**src/rtl/blackjack_pkg.sv**
```systemverilog
// rtl/blackjack_pkg.sv - shared blackjack rank encoding, card value helper and shoe types
package blackjack_pkg;

   localparam int NUM_RANKS = 13;
   localparam int CARD_W    = 6;

   localparam logic [15:0] LFSR_TAPS = 16'hB400;

   localparam logic [3:0] RANK_A  = 4'd1;
   localparam logic [3:0] RANK_2  = 4'd2;
   localparam logic [3:0] RANK_3  = 4'd3;
   localparam logic [3:0] RANK_4  = 4'd4;
   localparam logic [3:0] RANK_5  = 4'd5;
   localparam logic [3:0] RANK_6  = 4'd6;
   localparam logic [3:0] RANK_7  = 4'd7;
   localparam logic [3:0] RANK_8  = 4'd8;
   localparam logic [3:0] RANK_9  = 4'd9;
   localparam logic [3:0] RANK_10 = 4'd10;
   localparam logic [3:0] RANK_J  = 4'd11;
   localparam logic [3:0] RANK_Q  = 4'd12;
   localparam logic [3:0] RANK_K  = 4'd13;

   typedef enum logic {
      ST_IDLE   = 1'b0,
      ST_SEARCH = 1'b1
   } shoe_state_e;

   // Ace counts high; picture cards count as ten.
   function automatic logic [CARD_W-1:0] rank_to_value(input logic [3:0] rank);
      if (rank == RANK_A) begin
         return 6'd11;
      end else if (rank >= RANK_10) begin
         return 6'd10;
      end else begin
         return {2'b00, rank};
      end
   endfunction

endpackage

```
**src/rtl/shoe_lfsr.sv**
```systemverilog
// rtl/shoe_lfsr.sv - 16-bit Galois LFSR with seed load and zero-seed guard
module shoe_lfsr
   import blackjack_pkg::*;
#(
   parameter logic [15:0] SEED = 16'hACE1
) (
   input  logic        clk,
   input  logic        rst_n,
   input  logic        seed_load_i,
   input  logic [15:0] seed_in_i,
   output logic [15:0] lfsr_o
);

   // An all-zero state would lock the LFSR, so zero seeds become 1.
   localparam logic [15:0] SEED_SAFE = (SEED == 16'h0000) ? 16'h0001 : SEED;

   logic [15:0] lfsr_q, lfsr_d;

   // Seed load overrides the free-running shift.
   always_comb begin
      lfsr_d = {1'b0, lfsr_q[15:1]} ^ (lfsr_q[0] ? LFSR_TAPS : 16'h0000);
      if (seed_load_i) begin
         lfsr_d = (seed_in_i == 16'h0000) ? 16'h0001 : seed_in_i;
      end
   end

   // State register, reloaded with the build-time seed on reset.
   always_ff @(posedge clk or negedge rst_n) begin
      if (!rst_n) begin
         lfsr_q <= SEED_SAFE;
      end else begin
         lfsr_q <= lfsr_d;
      end
   end

   assign lfsr_o = lfsr_q;

endmodule

```
**src/rtl/card_shoe.sv**
```systemverilog
// rtl/card_shoe.sv - multi-deck card shoe dealing without replacement
module card_shoe
   import blackjack_pkg::*;
#(
   parameter int          NUM_DECKS = 1,
   parameter logic [15:0] SEED      = 16'hACE1,
   parameter int          CUT_LEVEL = 13,
   parameter int          CW        = $clog2(52*NUM_DECKS+1)
) (
   input  logic              clk,
   input  logic              reset,
   input  logic              shoe_reload,
   input  logic              draw_req,
   input  logic              force_en,
   input  logic [3:0]        force_rank,
   input  logic              seed_load,
   input  logic [15:0]       seed_in,
   output logic              card_valid,
   output logic [3:0]        card_rank,
   output logic [CARD_W-1:0] card_value,
   output logic              busy,
   output logic              empty,
   output logic              low_shoe,
   output logic [CW-1:0]     remaining,
   output logic              draw_err
);

   localparam int            CNT_W    = $clog2(4*NUM_DECKS+1);
   localparam logic [CNT_W-1:0] FULL_CNT = CNT_W'(4*NUM_DECKS);
   localparam logic [CW-1:0] FULL_REM = CW'(52*NUM_DECKS);
   localparam logic [CW-1:0] CUT_Q    = CW'(CUT_LEVEL);

   shoe_state_e       state_q, state_d;
   logic [3:0]        idx_q, idx_d;
   logic [CNT_W-1:0]  count_q [NUM_RANKS];
   logic [CNT_W-1:0]  count_d [NUM_RANKS];
   logic [CW-1:0]     remaining_q, remaining_d;
   logic              card_valid_q, card_valid_d;
   logic [3:0]        card_rank_q, card_rank_d;
   logic [CARD_W-1:0] card_value_q, card_value_d;
   logic              draw_err_q, draw_err_d;

   logic [15:0]       lfsr_w;
   logic              unused_lfsr;
   logic [3:0]        lfsr_rank;
   logic [3:0]        cand;
   logic              commit;
   logic [3:0]        commit_idx;

   shoe_lfsr #(.SEED(SEED)) u_lfsr (
      .clk         (clk),
      .rst_n       (reset),
      .seed_load_i (seed_load),
      .seed_in_i   (seed_in),
      .lfsr_o      (lfsr_w)
   );

   assign unused_lfsr = ^lfsr_w[15:4];

   // Candidate rank index: forced rank when legal, else LFSR nibble folded into 0..12.
   always_comb begin
      lfsr_rank = (lfsr_w[3:0] >= 4'd13) ? (lfsr_w[3:0] - 4'd13) : lfsr_w[3:0];
      cand      = lfsr_rank;
      if (force_en && (force_rank >= RANK_A) && (force_rank <= RANK_K)) begin
         cand = force_rank - 4'd1;
      end
   end

   // Next-state logic: reload, draw acceptance, circular search and commit.
   always_comb begin
      state_d      = state_q;
      idx_d        = idx_q;
      count_d      = count_q;
      remaining_d  = remaining_q;
      card_valid_d = 1'b0;
      card_rank_d  = card_rank_q;
      card_value_d = card_value_q;
      draw_err_d   = 1'b0;
      commit       = 1'b0;
      commit_idx   = cand;

      if (shoe_reload) begin
         for (int i = 0; i < NUM_RANKS; i++) begin
            count_d[i] = FULL_CNT;
         end
         remaining_d = FULL_REM;
         state_d     = ST_IDLE;
      end else begin
         case (state_q)
            ST_IDLE: begin
               if (draw_req) begin
                  if (remaining_q == '0) begin
                     draw_err_d = 1'b1;
                  end else if (count_q[cand] != '0) begin
                     commit     = 1'b1;
                     commit_idx = cand;
                  end else begin
                     idx_d   = (cand == 4'd12) ? 4'd0 : cand + 4'd1;
                     state_d = ST_SEARCH;
                  end
               end
            end
            ST_SEARCH: begin
               if (count_q[idx_q] != '0) begin
                  commit     = 1'b1;
                  commit_idx = idx_q;
                  state_d    = ST_IDLE;
               end else begin
                  idx_d = (idx_q == 4'd12) ? 4'd0 : idx_q + 4'd1;
               end
            end
            default: state_d = ST_IDLE;
         endcase

         // A committed rank is known non-empty, so remaining cannot underflow.
         if (commit) begin
            count_d[commit_idx] = count_q[commit_idx] - CNT_W'(1);
            remaining_d         = remaining_q - CW'(1);
            card_valid_d        = 1'b1;
            card_rank_d         = commit_idx + 4'd1;
            card_value_d        = rank_to_value(commit_idx + 4'd1);
         end
      end
   end

   // State and shoe contents, full shoe on reset.
   always_ff @(posedge clk or negedge reset) begin
      if (!reset) begin
         state_q <= ST_IDLE;
         idx_q   <= 4'd0;
         for (int i = 0; i < NUM_RANKS; i++) begin
            count_q[i] <= FULL_CNT;
         end
         remaining_q  <= FULL_REM;
         card_valid_q <= 1'b0;
         card_rank_q  <= 4'd0;
         card_value_q <= '0;
         draw_err_q   <= 1'b0;
      end else begin
         state_q      <= state_d;
         idx_q        <= idx_d;
         count_q      <= count_d;
         remaining_q  <= remaining_d;
         card_valid_q <= card_valid_d;
         card_rank_q  <= card_rank_d;
         card_value_q <= card_value_d;
         draw_err_q   <= draw_err_d;
      end
   end

   assign card_valid = card_valid_q;
   assign card_rank  = card_rank_q;
   assign card_value = card_value_q;
   assign draw_err   = draw_err_q;
   assign remaining  = remaining_q;
   assign busy       = (state_q == ST_SEARCH);
   assign empty      = (remaining_q == '0);
   assign low_shoe   = (remaining_q < CUT_Q);

endmodule

```
**config.mk**
```make
export PLATFORM = sky130hd
export DESIGN_NAME = card_shoe
export DESIGN_NICKNAME = d
export VERILOG_FILES = /design/src/rtl/blackjack_pkg.sv /design/src/rtl/shoe_lfsr.sv /design/src/rtl/card_shoe.sv
export SDC_FILE = /design/constraint.sdc
export NUM_CORES = 1
export LEC_CHECK = 0
export ABC_AREA = 1
export CORE_ASPECT_RATIO = 1.75
export CORE_MARGIN = 8
export CORE_UTILIZATION = 30
export CTS_BUF_LIST = sky130_fd_sc_hd__clkbuf_16
export DETAILED_ROUTE_END_ITERATION = 6
export HOLD_SLACK_MARGIN = 0.06
export RECOVER_POWER = 100
export SETUP_SLACK_MARGIN = 0.05
export SYNTH_ARGS = -nofsm -noshare
export SYNTH_HDL_FRONTEND = slang
export SYNTH_HIERARCHICAL = 1
export SYNTH_SLANG_ARGS = --single-unit
```
**constraint.sdc**
```tcl
create_clock -name clk -period 9.6 [get_ports clk]
set_clock_uncertainty 0.15 [all_clocks]
set_input_delay 1.44 -clock clk [delete_from_list [all_inputs] [get_ports clk]]
set_output_delay 1.44 -clock clk [all_outputs]
set_load 0.005 [all_outputs]
```
==> results of run 1 <==
[area by class of cell]
class / instances / area (sq um) / share of cell area, %
Multi-Input combinational cell: 517 / 2499 / 43.47
Sequential cell: 76 / 1932 / 33.61
Timing Repair Buffer: 44 / 434.2 / 7.553
Inverter: 91 / 342.8 / 5.964
Tap cell: 192 / 240.2 / 4.179
Clock buffer: 9 / 225.2 / 3.918
Clock inverter: 7 / 75.07 / 1.306
[how the worst min path moves through the flow]
stage	from	depth (start not counted)	end
after floorplan	u_lfsr/lfsr_o[4]$_DFF_PN0_	2	u_lfsr/lfsr_o[3]$_DFF_PN0_
after global placement	u_lfsr/lfsr_o[7]$_DFF_PN1_	2	u_lfsr/lfsr_o[6]$_DFF_PN1_
after detailed placement	u_lfsr/lfsr_o[12]$_DFF_PN0_	2	u_lfsr/lfsr_o[11]$_DFF_PN1_
after CTS	u_lfsr/lfsr_o[6]$_DFF_PN1_	2	u_lfsr/lfsr_o[5]$_DFF_PN1_
after global routing	u_lfsr/lfsr_o[6]$_DFF_PN1_	2	u_lfsr/lfsr_o[5]$_DFF_PN1_
final	u_lfsr/lfsr_o[7]$_DFF_PN1_	2	u_lfsr/lfsr_o[6]$_DFF_PN1_
[sequential cells by signal (all words and copies together) (netlist names)]
signal / count
remaining: 6
busy: 1
idx_q: 4
card_valid: 1
card_rank: 4
u_lfsr/lfsr_o: 16
draw_err: 1
card_value: 4
count_q: 39
[kinds of logic (layout without fill, tap and decap cells)]
| family | after synthesis | in the layout |
|---|---|---|
| AND/OR/NAND/NOR | 407 | 407 |
| buffers and inverters | 108 | 151 |
| AO/OA/AOI/OAI | 83 | 83 |
| flip-flops | 76 | 76 |
| adder cells (fa/ha/maj) | 16 | 16 |
| XOR/XNOR | 9 | 9 |
| other | 1 | 2 |
[through the flow]
stage,total power [mW],std cells,hold slack [ns],utilization [%]
final,1.575,936,0.3046,35.28
after global routing,1.696,936,0.3257,35.28
after CTS,1.606,936,0.3093,35.54
after detailed placement,1.253,920,0.2954,33.69
after global placement,1.250,920,0.2954,33.69
after floorplan,1.013,701,0.2683,-
[per-layer routing]
metal,wire length [microns],up-vias,track usage (%),share of wire [%]
met1,5383,2139,14.23,37
met5,0,-,0,0
li1,-,2278,-,-
met3,473,35,2.177,3.2
met4,733,0,9.700,5.0
met2,7975,112,27.24,55
[synth_stat cells (2+ instances only)]
master    count  area share, %
nand3_2       3           0.61
nor2_2        4           0.51
xnor2_1       6            1.1
buf_4         7            1.1
buf_2         3           0.30
clkbuf_1      2           0.15
buf_6         5            1.1
nand2_2       7           0.89
o21ai_4       2           0.66
o211ai_1      5           0.76
nand3_1      72            7.3
inv_1        77            5.9
a31oi_1       3           0.38
dfrtp_1      52             26
o21ai_1      16            1.6
nand2_1     247             19
nor2_1       57            4.3
clkinv_1      5           0.38
xor2_1        2           0.35
nor2_4        2           0.46
o21ai_2       2           0.35
o22ai_1       3           0.38
o21ai_0      34            3.4
o21a_1        2           0.30
inv_2         8           0.61
nor3_1        4           0.41
dfstp_2      24             13
a21oi_1      15            1.5
nand4_1       4           0.51
ha_1         16            4.1
[where the power goes]
group / switching [mW] / leakage, nW / internal (mW)
Combinational: 0.487 / 1.78 / 0.238
Clock: 0.144 / 0.138 / 0.202
Sequential: 0.0761 / 0.936 / 0.428
[worst reg2reg max path, cell delays in order (launching register included)]
cell	delay [ns]
dfstp_2	0.64
inv_1	0.09
ha_1	0.21
a21oi_1	0.26
inv_1	0.10
nand2_1	0.07
nand3_1	0.07
o21ai_0	0.41
clkinvlp_2	0.64
nand2_1	0.36
nand2_1	0.48
nand2_1	0.18
nand3_1	0.09
nand3_1	0.10
nand2_1	0.07
nor2_1	0.58
ha_1	0.29
inv_1	0.04
o21ai_0	0.06
nand3_1	0.52
nand2_1	0.21
nand2_1	0.08
==> results.md, run 1 <==
- Synth unique cells: 41
- Slew Viols, Final: 77
- Clock Tree Root: clkbuf_16
- Die H: 185.7 microns
- # rows: 62
- Synth Register Bits: 76
- DIE AREA: 0.02098 sq mm
- 1st-iter DRT viols: 320
- DIE WIDTH: 113.0 microns
- Total GRT Usage: 14.42%
- Reg2reg path depth: 21
- First-pass GRT wire length: 23.65 mm
- Minimum clock period: 7.129 ns
- Final Setup Violations: 0
- Largest net degree at the start of global routing: 77
- Final Net Count: 781
- Worst Tran Pin Value: 4.113 ns
- Setup WS post-layout: 2.471 ns
- Remaining Overflow, GRT: 0
- Vias: 4564
- Starting density of the core: 30.31%
- Clock sink total: 76
- Compound-Gate Fraction of Synth Area: 9.805%
- Hpwl dp: 11.12 mm
- Area growth, synth to finish: 16.39%
- CTS hold repair buffers: 0
- Largest family of logic cells by synthesized area: simple AND/OR/NAND/NOR gates
- R2R Path End: count_q[32]$_DFFE_PN1P_
- Crit path from: force_rank[0]
- Cell Pwr Density: 274.1 mW/mm^2
- Reg2reg setup slack: 3.82 ns
- Seq/Total Area, Yosys: 39.12%
- Max_cap viols: 1
- Post-Syn Area: 0.004938 sq mm
- Yosys warns: 6
- Cell area after layout: 0.005748 sq mm
- Final hold viol count: 0
- Post-route ant nets: 0
- Vias in the first global route: 4580
- FFs w/ async S/R, synth: 100.0%
- Post-route DRC: 0
- I/O Pins: 47
- Synth Area in Simple Gates: 35.57%
- Placement Setup Slack: 3.914 ns
- Fin Setup TNS: 0 ns
- Vias per cell: 4.876
- Setup Crit Path Kind: input pin to register
- Clk_lat worst skew: 0.34 ns
- Failing checks: capacitance limit, slew limit
- Peak VDD IR: 124.3 uV
- Post-Route WL: 14.57 mm
- Mapped Cells: 700
- Tcrit/Tclk final: 74.26%
- Reg-to-reg critical path startpoint: u_lfsr/lfsr_o[0]$_DFF_PN1_
- Adder-Cell Fraction of Synth Area: 4.054%
- Post-synthesis xor/xnor area fraction: 1.748%
- Data arrival, critical path: 7.24 ns
- Max Freq: 140.3 MHz
- Pleak: 2.858 nW
- Number of flops mapped to enable cells by yosys: 0
- Post-synthesis mux area share: 0%
- CTS tree: done
- RSZ-0062 raised after global routing: no
- CP bufs+invs: 4
- Largest stage delay, worst path: 0.90 ns
- Routed WL per cell: 15.56 microns
- Inserted Clock Buffers: 9
- Reg clk slew, reported paths: 0.06 ns
- Initial antenna violation count: 0
- Critical Path End Type: register
- Commonest non-fill, non-tap cell in the layout: nand2_1
- PortBufs: 44
- Crit start category: input pin
- Post-CTS sizing: 0
- Ys flop type: dfrtp_1
- Crit path max fanout: 19
- TritonRoute pass-1 iters: 5
- N_diodes: 0
- H-Tree Level Count: 3
- Hold Crit Class: register to register
- Postcts setup bufs: 0
- Fillers: 1793
- CP most frequent cell: nand2_1
- Synth Area per Inst: 7.055 sq um
- Core area: 0.01629 sq mm
- Critical-path cell list: dlygate4sd3_1 > inv_1 > ha_1 > nand3_1 > nand3_1 > o21ai_0 > clkinvlp_2 > nand2_1 > nand2_1 > nand2_1 > nand3_1 > nand3_1 > nand2_1 > nor2_1 > ha_1 > inv_1 > o21ai_0 > nand3_1 > nand2_1 > nand2_1
- DP Area: 0.005489 sq mm
- Slew margin rel.: -174.2%
- Crit-path slowest cell: o21ai_0
- Leading cell types in the layout, fill and taps excluded: nand2_1, inv_1, nand3_1
- Clock tree buffer depth: 2
- Crit path max-delay family: simple AND/OR/NAND/NOR gates
- Critical Path Stages: 20
- Worst setup path end: count_q[32]$_DFFE_PN1P_
- Routability Congestion: 0.8738
- Layout cells sized above 1: 8.871%
- Critical path required time: 9.72 ns
- Status: finished with violations
(Power assumes the default switching activity.)
==> inputs of run 2 (changes only) <==
==> constraint.sdc (replaced) <==
create_clock -name clk -period 7.1 [get_ports clk]
set_clock_uncertainty 0.15 [all_clocks]
set_input_delay 1.065 -clock clk [delete_from_list [all_inputs] [get_ports clk]]
set_output_delay 1.065 -clock clk [all_outputs]
set_load 0.005 [all_outputs]
==> results.md, run 2 (same netlist as run 1, synthesis figures left out) <==
- Status: finished with violations
- Failing checks: capacitance limit, slew limit
- Minimum clock period: 5.640 ns
- Overall Power: 2.111 mW
- Hold Crit Class: register to register
- H-Tree Level Count: 3
- Commonest non-fill, non-tap cell in the layout: nand2_1
- Final Net Count: 782
- Max Freq: 177.3 MHz
- Hpwl dp: 11.25 mm
- Cell count after placement: 921
- Critical Path End Type: register
- Fillers: 1770
- DIE AREA: 0.02098 sq mm
- Routed WL per cell: 15.39 microns
- Clk_lat worst skew: 0.34 ns
- Data arrival, critical path: 5.75 ns
- Crit start category: input pin
- Max_cap viols: 1
- Vias in the first global route: 4561
- Peak VDD IR: 218.8 uV
- Starting density of the core: 30.31%
- Area growth, synth to finish: 16.52%
- TritonRoute pass-1 iters: 6
- Crit path max fanout: 18
- Tcrit/Tclk final: 79.43%
- # rows: 62
- Top reg by flops: count_q
- Reg clk slew, reported paths: 0.06 ns
- Remaining Overflow, GRT: 0
- Flip-flop count of the largest register after layout: 39
- Clock sink total: 76
- DIE WIDTH: 113.0 microns
- CTS hold repair buffers: 0
- Largest net degree at the start of global routing: 77
- Clock tree buffer depth: 2
- Inserted Clock Buffers: 9
- Total GRT Usage: 14.27%
- Vias per cell: 4.885
- Post-Route WL: 14.42 mm
- Worst Tran Pin Value: 4.117 ns
- Routability Congestion: 0.8844
- Core area: 0.01629 sq mm
- Final Non-Filler Cells: 937
- CTS tree: done
- PortBufs: 44
- Critical path required time: 7.21 ns
- I/O Pins: 47
- Vias: 4577
- Final Setup Violations: 0
- First-pass GRT wire length: 23.43 mm
- RSZ-0062 raised after global routing: no
- Leading cell types in the layout, fill and taps excluded: nand2_1, inv_1, nand3_1
- Die H: 185.7 microns
- Final hold viol count: 0
- Cell Pwr Density: 366.8 mW/mm^2
- Area of the multi-input gates: 0.002514 sq mm
- Setup WS post-layout: 1.460 ns
- Pleak: 2.868 nW
- Setup Crit Path Kind: input pin to register
- Postcts setup bufs: 0
- Post-route ant nets: 0
- Initial antenna violation count: 0
- Placement Setup Slack: 1.820 ns
- Clock Tree Root: clkbuf_16
- 1st-iter DRT viols: 232
- Reg2reg setup slack: 2.51 ns
- Fin Setup TNS: 0 ns
- Slew margin rel.: -174.5%
- Layout cells sized above 1: 8.859%
- Sequential standard cell area: 0.001932 sq mm
- Reg2reg path depth: 17
- Slew Viols, Final: 77
- N_diodes: 0
- Post-route DRC: 0
- Post-CTS sizing: 0
- Hold Path Depth: 2
[run 2: metrics by stage]
step | hold slack (ns) | utilization, % | instance area [sq um]
6_report | 0.3030 | 35.32 | 5754
4_1_cts | 0.3082 | 35.50 | 5783
2_1_floorplan | 0.2683 | - | 4942
5_1_grt | 0.3270 | 35.32 | 5754
3_5_place_dp | 0.2949 | 33.74 | 5497
3_3_place_gp | 0.2976 | 33.74 | 5497
[run 2: critical path, cell delays in order]
cell	delay, ns
dlygate4sd3_1	0.57
inv_1	0.09
ha_1	0.20
inv_1	0.06
nand4_1	0.06
nand3_1	0.23
o21ai_0	0.95
nand2_2	0.18
nand2_2	0.34
o21ai_1	0.11
o211ai_1	0.17
nand2_1	0.09
nor2_1	0.56
ha_1	0.37
nor2_1	0.21
nand2_1	0.24
o21ai_0	0.23
[run 2: worst paths after layout]
kind                                            start                          to
min                        u_lfsr/lfsr_o[7]$_DFF_PN1_  u_lfsr/lfsr_o[6]$_DFF_PN1_
max in group asynchronous                       reset    remaining[3]$_DFFE_PN0P_
max reg2reg                u_lfsr/lfsr_o[0]$_DFF_PN1_     count_q[13]$_DFFE_PN0P_
min reg2reg                u_lfsr/lfsr_o[7]$_DFF_PN1_  u_lfsr/lfsr_o[6]$_DFF_PN1_
min in group asynchronous                       reset        card_valid$_DFF_PN0_
max                                     force_rank[0]     count_q[13]$_DFFE_PN0P_
[run 2: where the power goes]
part	switching (mW)	total, mW	internal [mW]
Combinational	0.653	0.976	0.324
Clock	0.181	0.449	0.268
Sequential	0.107	0.686	0.579
Total	0.940	2.11	1.17
[run 2: routing by layer]
layer  share of wire (%)  vias up  routed length, microns  GRT usage, %
li1                    -     2284                       -             -
met1                  36     2134                    5209         13.73
met2                  56      117                    8064         28.18
met3                 3.4       42                     485         1.787
met4                 4.6        0                     665         8.467
met5                   0        -                       0             0
[run 2: final cells by class]
cell class	count	share of cell area [%]
inverters	91	5.980
repair buffers	45	7.610
multi-input cells	517	43.68
well taps	192	4.175
clock inverters	7	1.065
flip-flops and latches	76	33.57
clock buffers	9	3.914
